===== config.mk =====
export PLATFORM = sky130hd
export DESIGN_NAME = record_mode_flat
export DESIGN_NICKNAME = d
export VERILOG_FILES = /design/src/rtl/record_mode_if.sv /design/src/rtl/record_mode.sv /design/src/flat_wrapper.sv
export SDC_FILE = /design/constraint.sdc
export NUM_CORES = 1
export LEC_CHECK = 0
export CELL_PAD_IN_SITES_DETAIL_PLACEMENT = 2
export CELL_PAD_IN_SITES_GLOBAL_PLACEMENT = 2
export CORE_ASPECT_RATIO = 1.25
export CORE_MARGIN = 3
export CORE_UTILIZATION = 27
export CTS_BUF_LIST = sky130_fd_sc_hd__clkbuf_16
export DETAILED_ROUTE_END_ITERATION = 6
export PLACE_DENSITY_LB_ADDON = 0.1
export SKIP_LAST_GASP = 1
export SYNTH_ARGS = -nofsm -noshare
export SYNTH_HDL_FRONTEND = slang
export SYNTH_SLANG_ARGS = --single-unit

===== constraint.sdc =====
create_clock -name clk -period 2.71 [get_ports clk]
set_clock_uncertainty 0.15 [all_clocks]
set_input_delay 0.542 -clock clk [delete_from_list [all_inputs] [get_ports clk]]
set_output_delay 0.542 -clock clk [all_outputs]
set_load 0.1 [all_outputs]

===== src/rtl/record_mode_if.sv =====
// Decoded key-hit bus from the hit decoder into the song capture engine.
// Every control line is a single-cycle pulse; the receiver never pushes back.
interface record_mode_if;
   logic       hit_valid;
   logic [2:0] hit_octave;
   logic [2:0] hit_note;
   logic [2:0] hit_length;
   logic       undo;
   logic       stop;

   modport master (
      output hit_valid, hit_octave, hit_note, hit_length, undo, stop
   );

   modport slave (
      input  hit_valid, hit_octave, hit_note, hit_length, undo, stop
   );
endinterface


===== src/rtl/record_mode.sv =====
// Song capture engine: stores key hits as {octave,note,length} track entries, writes same edge, reads one cycle later.
// Always accepts input (no backpressure); RECORD_REST_EN adds automatic rest insertion during idle beat gaps.
module record_mode #(
   parameter int         DEPTH       = 64,
   parameter int         REST_TICKS  = 8,
   parameter logic [2:0] REST_OCTAVE = 3'b100,
   localparam int        AW          = $clog2(DEPTH)
) (
   input  logic          clk,
   input  logic          rst,
   input  logic          en,
   input  logic          beat_tick,
   record_mode_if.slave  hit_if,
   input  logic [AW-1:0] rd_addr,
   output logic [2:0]    rd_octave,
   output logic [2:0]    rd_note,
   output logic [2:0]    rd_length,
   output logic [AW:0]   track,
   output logic [1:0]    state,
   output logic          full
);

   typedef enum logic [1:0] {
      S_IDLE   = 2'b00,
      S_ARMED  = 2'b01,
      S_RECORD = 2'b10,
      S_DONE   = 2'b11
   } state_t;

   localparam logic [AW:0] ONE_T   = (AW+1)'(1);
   localparam logic [AW:0] DEPTH_T = (AW+1)'(DEPTH);
   localparam logic [AW:0] LAST_T  = DEPTH_T - ONE_T;

   state_t      cur_st;
   state_t      nxt_st;
   logic [8:0]  mem [DEPTH];
   logic [8:0]  rd_q;
   logic [AW:0] track_q;
   logic [AW:0] track_nxt;
   logic        wr_en;
   logic [8:0]  wr_dat;
   logic        gap_clr;
   logic        hit_ok;
   logic        at_last;
   logic        rest_fire;
   logic [8:0]  rest_dat;

   // Note 0 is reserved for rests, so such a hit carries no information.
   assign hit_ok   = hit_if.hit_valid && (hit_if.hit_note != 3'd0);
   assign at_last  = (track_q == LAST_T);
   assign rest_dat = {REST_OCTAVE, 3'd0, 3'd1};

   always_ff @(posedge clk or posedge rst) begin
      if (rst) cur_st <= S_IDLE;
      else     cur_st <= nxt_st;
   end

   always_comb begin
      nxt_st = cur_st;
      if (!en) begin
         nxt_st = S_IDLE;
      end else begin
         case (cur_st)
            S_IDLE:   nxt_st = S_ARMED;
            S_ARMED: begin
               if (hit_if.stop)  nxt_st = S_DONE;
               else if (hit_ok)  nxt_st = S_RECORD;
            end
            S_RECORD: begin
               if (hit_if.stop || ((hit_ok || rest_fire) && at_last))
                  nxt_st = S_DONE;
            end
            default:  nxt_st = cur_st;
         endcase
      end
   end

   // A hit outranks rest and undo; stop only drops the lower-priority events.
   always_comb begin
      wr_en     = 1'b0;
      wr_dat    = {hit_if.hit_octave, hit_if.hit_note, hit_if.hit_length};
      track_nxt = track_q;
      gap_clr   = 1'b0;
      if (en) begin
         case (cur_st)
            S_IDLE: track_nxt = '0;
            S_ARMED, S_RECORD: begin
               if (hit_ok) begin
                  wr_en     = 1'b1;
                  track_nxt = track_q + ONE_T;
                  gap_clr   = 1'b1;
               end else if (rest_fire) begin
                  wr_en     = 1'b1;
                  wr_dat    = rest_dat;
                  track_nxt = track_q + ONE_T;
                  gap_clr   = 1'b1;
               end else if (!hit_if.stop && (cur_st == S_RECORD) &&
                            hit_if.undo && (track_q != '0)) begin
                  track_nxt = track_q - ONE_T;
                  gap_clr   = 1'b1;
               end
            end
            default: track_nxt = track_q;
         endcase
      end
   end

`ifdef RECORD_REST_EN
   localparam logic [7:0] REST_THR = 8'(REST_TICKS - 1);

   logic [7:0] gap_q;

   always_ff @(posedge clk or posedge rst) begin
      if (rst)
         gap_q <= '0;
      else if (gap_clr)
         gap_q <= '0;
      else if (en && (cur_st == S_RECORD) && beat_tick && (gap_q != 8'hFF))
         gap_q <= gap_q + 8'd1;
   end

   // The tick that would bring the gap up to REST_TICKS emits the rest instead.
   assign rest_fire = en && (cur_st == S_RECORD) && beat_tick && !hit_if.stop &&
                      !hit_ok && (gap_q >= REST_THR);
`else
   logic unused_rest;

   assign rest_fire   = 1'b0;
   assign unused_rest = ^{REST_TICKS, gap_clr, beat_tick};
`endif

   always_ff @(posedge clk or posedge rst) begin
      if (rst) track_q <= '0;
      else     track_q <= track_nxt;
   end

   always_ff @(posedge clk) begin
      if (wr_en) mem[track_q[AW-1:0]] <= wr_dat;
   end

   always_ff @(posedge clk or posedge rst) begin
      if (rst) rd_q <= '0;
      else     rd_q <= mem[rd_addr];
   end

   assign rd_octave = rd_q[8:6];
   assign rd_note   = rd_q[5:3];
   assign rd_length = rd_q[2:0];
   assign track     = track_q;
   assign state     = cur_st;
   assign full      = (track_q == DEPTH_T);

endmodule


===== src/flat_wrapper.sv =====
// flat-port wrapper written by rule: the top's interface ports become plain ports
module record_mode_flat 
#(
   parameter int         DEPTH       = 64,
   parameter int         REST_TICKS  = 8,
   parameter logic [2:0] REST_OCTAVE = 3'b100,
   localparam int        AW          = $clog2(DEPTH)
)
  (clk, rst, en, beat_tick, rd_addr, rd_octave, rd_note, rd_length, track, state, full, hit_if_hit_valid, hit_if_hit_octave, hit_if_hit_note, hit_if_hit_length, hit_if_undo, hit_if_stop);
  record_mode_if hit_if_i ();
  input  logic clk;
  input  logic rst;
  input  logic en;
  input  logic beat_tick;
  input  logic [AW-1:0] rd_addr;
  output logic [2:0] rd_octave;
  output logic [2:0] rd_note;
  output logic [2:0] rd_length;
  output logic [AW:0] track;
  output logic [1:0] state;
  output logic full;
  input wire logic [$bits(hit_if_i.hit_valid)-1:0] hit_if_hit_valid;
  input wire logic [$bits(hit_if_i.hit_octave)-1:0] hit_if_hit_octave;
  input wire logic [$bits(hit_if_i.hit_note)-1:0] hit_if_hit_note;
  input wire logic [$bits(hit_if_i.hit_length)-1:0] hit_if_hit_length;
  input wire logic [$bits(hit_if_i.undo)-1:0] hit_if_undo;
  input wire logic [$bits(hit_if_i.stop)-1:0] hit_if_stop;
  assign hit_if_i.hit_valid = hit_if_hit_valid;
  assign hit_if_i.hit_octave = hit_if_hit_octave;
  assign hit_if_i.hit_note = hit_if_hit_note;
  assign hit_if_i.hit_length = hit_if_hit_length;
  assign hit_if_i.undo = hit_if_undo;
  assign hit_if_i.stop = hit_if_stop;
  record_mode #(.DEPTH(DEPTH), .REST_TICKS(REST_TICKS), .REST_OCTAVE(REST_OCTAVE)) u_core (.clk(clk), .rst(rst), .en(en), .beat_tick(beat_tick), .hit_if(hit_if_i), .rd_addr(rd_addr), .rd_octave(rd_octave), .rd_note(rd_note), .rd_length(rd_length), .track(track), .state(state), .full(full));
endmodule

Word level (Yosys, flattened, before mapping)
Memory sizes are Yosys's and may differ from the RTL's. A register that Yosys moved wholly into a read port is not among the register bits. Cells that the tools add are included.

Add/subtract/negate cells: 2. Equal/unequal tests: 8. Mux-type cells: 13. Reductions and logical operators: 14.

Operators with widths (count): two-way mux 7 bit (2); case mux 7 bit (2 select lines) (1); two-way mux 2 bit (4); adder 7 x 1 -> 7 bit (second input constant) (1); equality test 7 x 6 -> 1 bit (second input constant) (1); equality test 7 bit (second input constant) (1); nonzero test 7 bit (1); subtractor 7 x 1 -> 7 bit (second input constant) (1); case mux 2 bit (3 select lines) (1); AND reduction 3 bit (2); logical AND 1 bit (5); two-way mux 1 bit (5); inequality test 4 x 1 -> 1 bit (second input constant) (1); inequality test 4 x 3 -> 1 bit (second input constant) (1); inequality test 3 x 1 -> 1 bit (second input constant) (1); inequality test 3 x 2 -> 1 bit (second input constant) (1); nonzero test 3 bit (1); equality test 2 x 1 -> 1 bit (second input constant) (1); equality test 2 bit (second input constant) (1); logical NOT 2 bit (1); nonzero test 2 bit (1); OR reduction 2 bit (1); logical NOT 1 bit (1); logical OR 1 bit (1).

Register bits: 9. RAM bits: 576. Input port bits: 22. Output and inout bits: 19. Logic and storage cells: 40. Memories: 1.

Memories: u_core.mem (words 64, width 9, read ports 1, clocked after Yosys merged registers in 1, write ports 1, RTL line record_mode.sv:36) `logic [8:0] mem [DEPTH];`.

Depth between registers and ports, before layout
Gate-level depths: netlist (run 1).

Depth in word-level cells: 7. Mapped depth: 9. Mapped depth without buffers: 8.

Worst setup path before layout (run 1)
No wires, ideal clock.

Kind: flip-flop to output port. Start: register u_core.track_q[3] (netlist: u_core.track[3]). End: output port full. Arrival time: 3.641 ns. Data required time: 2.018 ns. Setup slack: -1.623 ns. Stages on the path, launching flop included: 5. Buffers on the path: 2. Cell sequence: dfrtp_1 buf_4 or3_1 buf_4 nor3_1.

Word-level cells in the longest chain between the ends: 1.

Ends and longest elaborated chain: start: declaration (RTL line record_mode.sv:38) `logic [AW:0] track_q;`; start signal: assignment (RTL line record_mode.sv:134) `else track_q <= track_nxt;`; equality test 7 bit (RTL line record_mode.sv:151) `assign full = (track_q == DEPTH_T);`; end: declaration (RTL line flat_wrapper.sv:21) `output logic full;`.

Every way passes these cells.

Final worst setup path (run 1)
Start: register u_core.track_q[4] (netlist: u_core.track[4]). End: output port full.

Same word-level chain as after synthesis.

==> results.sh, run 1 <==
export IMPL_die_area_sq_mm=0.0902
export IMPL_clk_pin_slew_ns=0.07
export IMPL_ir_drop_uv=577
export IMPL_synth_edf_count=576
export IMPL_fp_row_count=120
export IMPL_power_total_w=0.0223
export IMPL_maxSlewViolCount=0
export IMPL_vias=12200
export IMPL_leakagePower_nw=9.66
export IMPL_synth_yosys_seq_area_share=0.759
export IMPL_syn_area_per_cell_sq_um=20.3
export IMPL_fin_nets=1470
export IMPL_io_buffers=39
export IMPL_core_area_sq_mm=0.0857
export IMPL_drtIter0Drc=713
export IMPL_fin_area_sq_mm=0.0294
export IMPL_h_tree_depth=3
export IMPL_cp_arrival_ns=1.93
export IMPL_power_density_mw_per_mm2=760
export IMPL_cts_tree="done"
export IMPL_cts_inserted_buffers=66
export IMPL_synth_cell_types=57
export IMPL_tightest_slew_ns=0.790
export IMPL_final_util=0.342
export IMPL_yosys_warnings=0
export IMPL_rrSetupSlack_ns=0.16
export IMPL_regArea_sq_mm=0.0178
export IMPL_gp_congestion=0.752
export IMPL_ff2ff_path_depth=9
export IMPL_drive_above_1_share=0.369
export IMPL_multi_input_area_sq_mm=0.00537
export IMPL_cts_sinks=594
export IMPL_crit_chain="or3_4 -> buf_12 -> nor3_4 -> buf_12"
export IMPL_grt_pass1_wl_mm=105
export IMPL_placed_area_sq_mm=0.0272
export IMPL_initial_core_util=0.273
export IMPL_syn_num_nets=1187
export IMPL_relSlewSlack=0.474
export IMPL_crit_fanout=2
export IMPL_ys_flop_type="edfxtp_1"
export IMPL_post_drt_wl_per_cell_um=27.3
export IMPL_globalRouteOverflowTotal=0
export IMPL_die_height_um=335
export IMPL_syn_inst=1154
export IMPL_rsz0062_at_grt="false"
export IMPL_drcViolationCount=0
export IMPL_finalCritPeriodShare=0.967
export IMPL_dpl_hpwl_mm=49.1
export IMPL_hold_viol=0
export IMPL_die_w_um=269
export IMPL_maxCapViolations=0
export IMPL_cpMostUsedCell="buf_12"
export IMPL_hp_class="in -> async"
export IMPL_fin_tns_setup_ns=0
export IMPL_ioPinCount=41
export IMPL_via_per_inst=4.62
export IMPL_r2r_end="u_core.mem[23][1]$_DFFE_PP_"
export IMPL_grtUsageTotal=0.163
export IMPL_grt_pass1_vias=14100
export IMPL_ys_seq_elements=594
export IMPL_slowest_stage="dfrtp_2"
export IMPL_fill_cells=8403
export IMPL_synth_top_cell_area_share=0.740
export IMPL_clockBufferDepth=3
export IMPL_crit_path_end_kind="output port"
export IMPL_hold_buffers=0
export IMPL_layout_min_cycle_time_ns=2.62
export IMPL_synth_area_sq_mm=0.0234
export IMPL_layout_area_overhead_vs_synth_pct=25.6
export IMPL_async_flop_share=0.0303
export IMPL_routed_wl_mm=72.2
export IMPL_dr_pass1_iters=5
export IMPL_crit_path_start_kind="flip-flop"
export IMPL_fmax_ghz=0.382
export IMPL_grt_max_degree=65
export IMPL_antenna_found_initial=1
export IMPL_synth_largest_area_cell="edfxtp_1"
export IMPL_drtAntennaViolNets=0
export IMPL_slowest_delay_ns=0.42
export IMPL_yosys_top_cells_area="edfxtp_1 74%, mux4_2 13%, dfrtp_1 1.9%"
export IMPL_setup_viol=0
export IMPL_clk_latency_ns=0.61
export IMPL_cts_root_buf="clkbuf_16"
export IMPL_worstPathRequired_ns=2.02
export IMPL_r2r_start="u_core.state[1]$_DFFE_PP0P_"
export IMPL_run_status="completed"
export IMPL_crit_type="reg -> out"
[worst max path at each step]
stage	start	slack (ns)	depth (start not counted)	to
finish	u_core.track[4]$_DFFE_PP0P_	0.09	4	full
global route	u_core.track[2]$_DFFE_PP0P_	0.008	4	full
CTS	u_core.track[4]$_DFFE_PP0P_	-0.02	4	full
detailed placement	hit_if_hit_valid	-0.48	8	u_core.track[6]$_DFFE_PP0P_
global placement	hit_if_hit_valid	-0.50	8	u_core.track[6]$_DFFE_PP0P_
floorplan	hit_if_hit_note[2]	-0.17	7	u_core.track[6]$_DFFE_PP0P_
[sequential cells by signal, indices dropped and copies added (netlist names)]
name	count
u_core.mem	576
u_core.track	7
u_core.state	2
u_core.rd_q	9
[where the power goes]
| group | total, W | internal, W | switching, W |
|---|---|---|---|
| Combinational | 0.00326 | 0.00117 | 0.00209 |
| Clock | 0.00869 | 0.00501 | 0.00368 |
| Sequential | 0.0103 | 0.0102 | 0.000126 |
[area by class of cell]
cell class,instances,area share
clock inverters,47,0.0102
diodes,1,0.0000853
well taps,1159,0.0494
clock buffers,71,0.0605
inverters,11,0.00141
multi-input cells,489,0.183
flip-flops and latches,594,0.605
repair buffers,275,0.0904
[kinds of logic after synthesis]
group,Yosys count,share of synthesized area
and+or+nand+nor,204,0.0407
buffers and inverters,71,0.0138
muxes,169,0.148
DFF,594,0.759
AOI/OAI and AO/OA,105,0.0319
adders and majority gates,11,0.00621
[metrics by stage]
step / worst slack (ns) / hold slack, ns / std cells
after detailed placement: -0.479 / 0.392 / 2523
after floorplan: -0.167 / 0.330 / 1154
after global placement: -0.503 / 0.371 / 2523
after CTS: -0.0224 / 0.117 / 2645
final: 0.0888 / 0.126 / 2647
after global routing: 0.00781 / 0.141 / 2646
[critical path: cells and delay by family (launching register included)]
family        cells  cell delay [ns]
simple gates      2             0.56
flops             1             0.42
buf+inv           2             0.34
[placed cells by master, fill, tap and decap left out, types with 3 or more instances in the layout]
cell and count:
clkinv_1 11, or3b_2 4, clkinv_2 12, o21a_1 4, a21oi_1 11, bufinv_16 3
a31oi_1 4, buf_12 47, ha_1 10, or2_2 3, a2111oi_0 3, nand3b_1 5
nand3_1 14, mux2i_1 12, inv_1 25, clkbuf_16 71, nor2_1 76, mux2_2 17
nand4_1 4, nor3_1 11, buf_4 208, a22oi_1 13, dfrtp_1 10, buf_2 11
o21ai_0 12, nand2_1 41, nor2_2 8, edfxtp_1 576, o31ai_1 3, mux4_2 140
nand2b_1 9, o22ai_1 19, a211oi_1 6, dfrtp_2 6, o41ai_1 5, clkdlybuf4s50_1 6
o32ai_1 3, nor2b_1 15, clkinvlp_4 4
[synth_stat cells, types with 6 or more instances]
library cell,count
nor2_1,84
buf_2,24
mux4_2,140
nand3_1,14
a211oi_1,6
a21oi_1,11
nor2b_1,16
clkbuf_1,23
edfxtp_1,576
mux2i_1,12
nand2_1,41
buf_4,7
a22oi_1,13
nand2b_1,9
o21ai_0,12
o22ai_1,19
ha_1,10
mux2_2,17
nor3_1,12
inv_1,10
buf_1,6
dfrtp_1,18
[what timing repair did]
item | in CTS | in global routing
pin swaps | 2 | 1
setup buffers | 4 | 2
endpoints found under the setup margin | 1 | 1
gates resized for setup | 5 | 1
[layer usage]
layer | global-route usage | share of wire | vias to the layer above
met5 | 0 | 0 | -
met4 | 0.0486 | 0.021 | 0
met3 | 0.0213 | 0.029 | 80
met2 | 0.299 | 0.53 | 184
met1 | 0.200 | 0.42 | 6625
li1 | - | - | 5346
Note: power is estimated with default switching activity, not from simulation.
==> inputs of run 2 (changes only) <==
--- a/config.mk
+++ b/config.mk
@@ -13,7 +13,7 @@
 export CTS_BUF_LIST = sky130_fd_sc_hd__clkbuf_16
 export DETAILED_ROUTE_END_ITERATION = 6
 export PLACE_DENSITY_LB_ADDON = 0.1
-export SKIP_LAST_GASP = 1
+export SETUP_SLACK_MARGIN = 0.02
 export SYNTH_ARGS = -nofsm -noshare
 export SYNTH_HDL_FRONTEND = slang
 export SYNTH_SLANG_ARGS = --single-unit
==> constraint.sdc (replaced) <==
create_clock -name clk -period 2.71 [get_ports clk]
set_clock_uncertainty 0.15 [all_clocks]
set_input_delay 0.4065 -clock clk [delete_from_list [all_inputs] [get_ports clk]]
set_output_delay 0.4065 -clock clk [all_outputs]
set_load 0.1 [all_outputs]
==> results.sh, run 2 (synthesis results as in run 1) <==
export IMPL_run_status="completed"
export IMPL_crit_type="reg -> out"
export IMPL_grt_pass1_vias=13700
export IMPL_crit_path_start_kind="flip-flop"
export IMPL_cts_sinks=594
export IMPL_h_tree_depth=2
export IMPL_crit_chain="or3_4 -> buf_6 -> nor3_4 -> buf_12"
export IMPL_dpl_hpwl_mm=48.7
export IMPL_dp_cells=2511
export IMPL_cts_inserted_buffers=61
export IMPL_layout_area_overhead_vs_synth_pct=24.4
export IMPL_ioPinCount=41
export IMPL_fin_cells=2627
export IMPL_clock_power_share=0.389
export IMPL_dr_pass1_iters=4
export IMPL_drtIter0Drc=783
export IMPL_crit_fanout=9
export IMPL_die_area_sq_mm=0.0902
export IMPL_swShare=0.264
export IMPL_ff2ff_path_depth=8
export IMPL_die_w_um=269
export IMPL_rrSetupSlack_ns=0.23
export IMPL_final_cell_mix="576 x edfxtp_1, 201 x buf_4, 140 x mux4_2"
export IMPL_cts_tree="done"
export IMPL_cp_arrival_ns=2.00
export IMPL_relSlewSlack=0.461
export IMPL_io_buffers=39
export IMPL_vias=12100
export IMPL_maxCapViolations=0
export IMPL_layout_min_cycle_time_ns=2.56
export IMPL_holdPathStages=2
export IMPL_hold_viol=0
export IMPL_maxSlewViolCount=0
export IMPL_clk_pin_slew_ns=0.06
export IMPL_fmax_ghz=0.391
export IMPL_p_sw_w=0.00581
export IMPL_placed_area_sq_mm=0.0270
export IMPL_fin_nets=1450
export IMPL_layout_commonest_cell="edfxtp_1"
export IMPL_finalCritPeriodShare=0.944
export IMPL_largest_reg_flops=576
export IMPL_grt_pass1_wl_mm=104
export IMPL_seqPwrFrac=0.470
export IMPL_cts_root_buf="clkbuf_16"
export IMPL_worstPathRequired_ns=2.15
export IMPL_fin_area_sq_mm=0.0291
export IMPL_ir_drop_uv=587
export IMPL_holdWs_ns=0.117
export IMPL_post_drt_wl_per_cell_um=27.5
export IMPL_slowest_stage="dfrtp_2"
export IMPL_initial_core_util=0.273
export IMPL_pwr_share_comb=0.140
export IMPL_clk_latency_ns=0.65
export IMPL_tightest_slew_ns=0.809
export IMPL_globalRouteOverflowTotal=0
export IMPL_drcViolationCount=0
export IMPL_preCtsSetupSlack_ns=-0.308
export IMPL_final_util=0.339
export IMPL_core_area_sq_mm=0.0857
export IMPL_antenna_found_initial=1
export IMPL_via_per_inst=4.61
export IMPL_gp_congestion=0.751
export IMPL_fp_row_count=120
export IMPL_die_height_um=335
export IMPL_setup_viol=0
export IMPL_hp_class="in -> reg"
export IMPL_clockBufferDepth=3
export IMPL_p_int_w=0.0162
export IMPL_antenna_cells=0
export IMPL_setup_slack_ns=0.152
export IMPL_crit_path_end_kind="output port"
export IMPL_leakagePower_nw=9.51
export IMPL_power_density_mw_per_mm2=758
export IMPL_grt_max_degree=65
export IMPL_drtAntennaViolNets=0
export IMPL_slowest_delay_ns=0.44
export IMPL_drive_above_1_share=0.359
export IMPL_grtUsageTotal=0.161
export IMPL_routed_wl_mm=72.1
export IMPL_rsz0062_at_grt="false"
[run 2: critical path: cells and delay by family (launching register included)]
family / cells / cell delay [ns]
buffers and inverters: 2 / 0.36
DFF: 1 / 0.44
and+or+nand+nor: 2 / 0.57
[run 2: final timing paths]
check,startpoint,end
min reg2reg,u_core.track[0]$_DFFE_PP0P_,u_core.track[0]$_DFFE_PP0P_
max,u_core.track[3]$_DFFE_PP0P_,full
max reg2reg,u_core.state[0]$_DFFE_PP0P_,u_core.mem[23][3]$_DFFE_PP_
max in group asynchronous,rst,u_core.track[2]$_DFFE_PP0P_
min in group asynchronous,rst,u_core.track[6]$_DFFE_PP0P_
min,hit_if_hit_length[2],u_core.mem[56][2]$_DFFE_PP_
[run 2: repair_timing]
item / 4_1_cts / 5_1_grt
pin swaps: 0 / 1
cloned: 0 / 0
buffers inserted: 0 / 1
setup endpoints to repair: 1 / 1
hold buffers: 1 / 0
resized for setup: 2 / 0
hold endpoints to repair: 16 / 0
[run 2: power groups by stage]
stage | Combinational [W] | Clock (W) | Sequential [W]
2_1_floorplan | 0.00122 | 0 | 0.0111
3_3_place_gp | 0.00309 | 0 | 0.0106
3_5_place_dp | 0.00312 | 0 | 0.0106
4_1_cts | 0.00316 | 0.00886 | 0.0104
5_1_grt | 0.00332 | 0.00921 | 0.0104
6_report | 0.00309 | 0.00858 | 0.0104
[run 2: through the flow]
| stage | total power (W) | TNS [ns] |
|---|---|---|
| global route | 0.0229 | 0 |
| floorplan | 0.0123 | -2.58 |
| CTS | 0.0224 | 0 |
| global placement | 0.0136 | -1.57 |
| detailed placement | 0.0137 | -1.45 |
| finish | 0.0220 | 0 |
[run 2: layout make-up]
| type | count | area [sq um] |
|---|---|---|
| Clock buffer | 63 | 1580 |
| Fill cell | 8431 | 56700 |
| Clock inverter | 51 | 447 |
| Sequential cell | 594 | 17800 |
| Inverter | 11 | 41.3 |
| Timing Repair Buffer | 260 | 2430 |
| Tap cell | 1159 | 1450 |
| Multi-Input combinational cell | 489 | 5370 |
[run 2: per-layer routing]
| metal | wire length (um) | vias up | GRT usage |
|---|---|---|---|
| li1 | - | 5295 | - |
| met2 | 38700 | 144 | 0.297 |
| met3 | 1810 | 75 | 0.0207 |
| met5 | 0 | - | 0 |
| met1 | 30300 | 6602 | 0.200 |
| met4 | 1300 | 0 | 0.0340 |
==> inputs of run 3 (changes only) <==
--- a/config.mk
+++ b/config.mk
@@ -12,6 +12,7 @@
 export CORE_UTILIZATION = 27
 export CTS_BUF_LIST = sky130_fd_sc_hd__clkbuf_16
 export DETAILED_ROUTE_END_ITERATION = 6
+export MAX_ROUTING_LAYER = met4
 export PLACE_DENSITY_LB_ADDON = 0.1
 export SETUP_SLACK_MARGIN = 0.02
 export SYNTH_ARGS = -nofsm -noshare
==> results.sh, run 3 (synthesis results as in run 1) <==
export IMPL_clockBufferDepth=3
export IMPL_grt_max_degree=65
export IMPL_largest_reg_flops=576
export IMPL_drtIter0Drc=753
export IMPL_critPathLaunch="u_core.track[3]$_DFFE_PP0P_"
export IMPL_setup_viol=0
export IMPL_hold_viol=0
export IMPL_drcViolationCount=0
export IMPL_relSlewSlack=0.454
export IMPL_min_from="hit_if_hit_length[2]"
export IMPL_fmax_ghz=0.391
export IMPL_antenna_cells=0
export IMPL_via_per_inst=4.60
export IMPL_ir_drop_uv=587
export IMPL_tightest_slew_ns=0.819
export IMPL_crit_fanout=9
export IMPL_h_tree_depth=2
export IMPL_r2r_start="u_core.state[0]$_DFFE_PP0P_"
export IMPL_grt_pass1_vias=13700
export IMPL_power_density_mw_per_mm2=758
export IMPL_drtAntennaViolNets=0
export IMPL_rsz0062_at_grt="false"
export IMPL_core_area_sq_mm=0.0857
export IMPL_die_area_sq_mm=0.0902
export IMPL_hp_class="in -> reg"
export IMPL_initial_core_util=0.273
export IMPL_crit_type="reg -> out"
export IMPL_cts_inserted_buffers=61
export IMPL_rrSetupSlack_ns=0.24
export IMPL_fin_area_sq_mm=0.0291
export IMPL_io_buffers=39
export IMPL_final_cell_mix="576 x edfxtp_1, 201 x buf_4, 140 x mux4_2"
export IMPL_grt_pass1_wl_mm=104
export IMPL_cts_root_buf="clkbuf_16"
export IMPL_final_util=0.339
export IMPL_cp_arrival_ns=2.00
export IMPL_leakagePower_nw=9.51
export IMPL_antenna_found_initial=1
export IMPL_crit_path_start_kind="flip-flop"
export IMPL_clk_latency_ns=0.65
export IMPL_routed_wl_mm=72.0
export IMPL_clk_pin_slew_ns=0.06
export IMPL_cts_tree="done"
export IMPL_ioPinCount=41
export IMPL_layout_min_cycle_time_ns=2.56
export IMPL_crit_path_end_kind="output port"
export IMPL_die_w_um=269
export IMPL_post_drt_wl_per_cell_um=27.4
export IMPL_drive_above_1_share=0.359
export IMPL_ff2ff_path_depth=8
export IMPL_holdPathStages=2
export IMPL_maxCapViolations=0
export IMPL_gp_congestion=0.761
export IMPL_layout_commonest_cell="edfxtp_1"
export IMPL_dpl_hpwl_mm=48.7
export IMPL_power_total_w=0.0220
export IMPL_run_status="completed"
export IMPL_globalRouteOverflowTotal=0
export IMPL_placed_area_sq_mm=0.0270
export IMPL_fin_nets=1450
export IMPL_finalCritPeriodShare=0.943
export IMPL_die_height_um=335
export IMPL_dr_pass1_iters=4
export IMPL_maxSlewViolCount=0
export IMPL_fp_row_count=120
export IMPL_worstPathRequired_ns=2.15
export IMPL_cts_sinks=594
export IMPL_layout_area_overhead_vs_synth_pct=24.4
export IMPL_vias=12100
export IMPL_grtUsageTotal=0.165
==> run 3: cell counts in the layout (fill, tap and decap cells not counted) <==
Identical to the previous run, type by type.
==> run 3: worst paths after layout <==
check,end
worst max-delay path,full
worst min-delay path,u_core.mem[56][2]$_DFFE_PP_
worst max register to register,u_core.mem[23][3]$_DFFE_PP_
worst min register to register,u_core.track[0]$_DFFE_PP0P_
max in group asynchronous,u_core.state[1]$_DFFE_PP0P_
min in group asynchronous,u_core.state[0]$_DFFE_PP0P_
==> run 3: routing by layer <==
layer | wire (um) | GRT usage
met1 | 30300 | 0.201
met2 | 38600 | 0.296
met3 | 1700 | 0.0207
met4 | 1300 | 0.0340
met5 | 0 | -
==> run 3: power breakdown <==
group | total, W | switching [W] | internal [W] | leakage [nW]
clock network | 0.00859 | 0.00364 | 0.00495 | 1.03
registers | 0.0104 | 0.000145 | 0.0102 | 5.39
logic | 0.00309 | 0.00202 | 0.00106 | 3.09
==> run 3: area by class of cell <==
class | instances | area, sq um
fill | 8431 | 56700
sequential | 594 | 17800
multi-input combinational | 489 | 5370
timing repair buffer | 260 | 2430
clock buffer | 63 | 1580
tap | 1159 | 1450
clock inverter | 51 | 447
inverter | 11 | 41.3
==> run 3: stage by stage <==
| stage | hold slack (ns) | std cells | setup WS [ns] | TNS, ns |
|---|---|---|---|---|
| 3_5_place_dp | 0.427 | 2511 | -0.308 | -1.45 |
| 3_3_place_gp | 0.413 | 2511 | -0.332 | -1.57 |
| 6_report | 0.112 | 2627 | 0.154 | 0 |
| 4_1_cts | 0.0917 | 2626 | 0.0257 | 0 |
| 5_1_grt | 0.0972 | 2627 | 0.0637 | 0 |
| 2_1_floorplan | 0.195 | 1154 | -0.0462 | -2.58 |
==> run 3: critical path: stages (launching register included) <==
cell,delay (ns)
dfrtp_2,0.44
or3_4,0.42
buf_6,0.16
nor3_4,0.15
buf_12,0.20
==> run 3: repair_timing <==
action | in CTS | in global routing
setup endpoints to repair | 1 | 1
resized for setup | 2 | 0
hold buffers | 1 | 0
endpoints found under the hold margin | 16 | 0
pin swaps | 0 | 1
setup buffers | 0 | 1
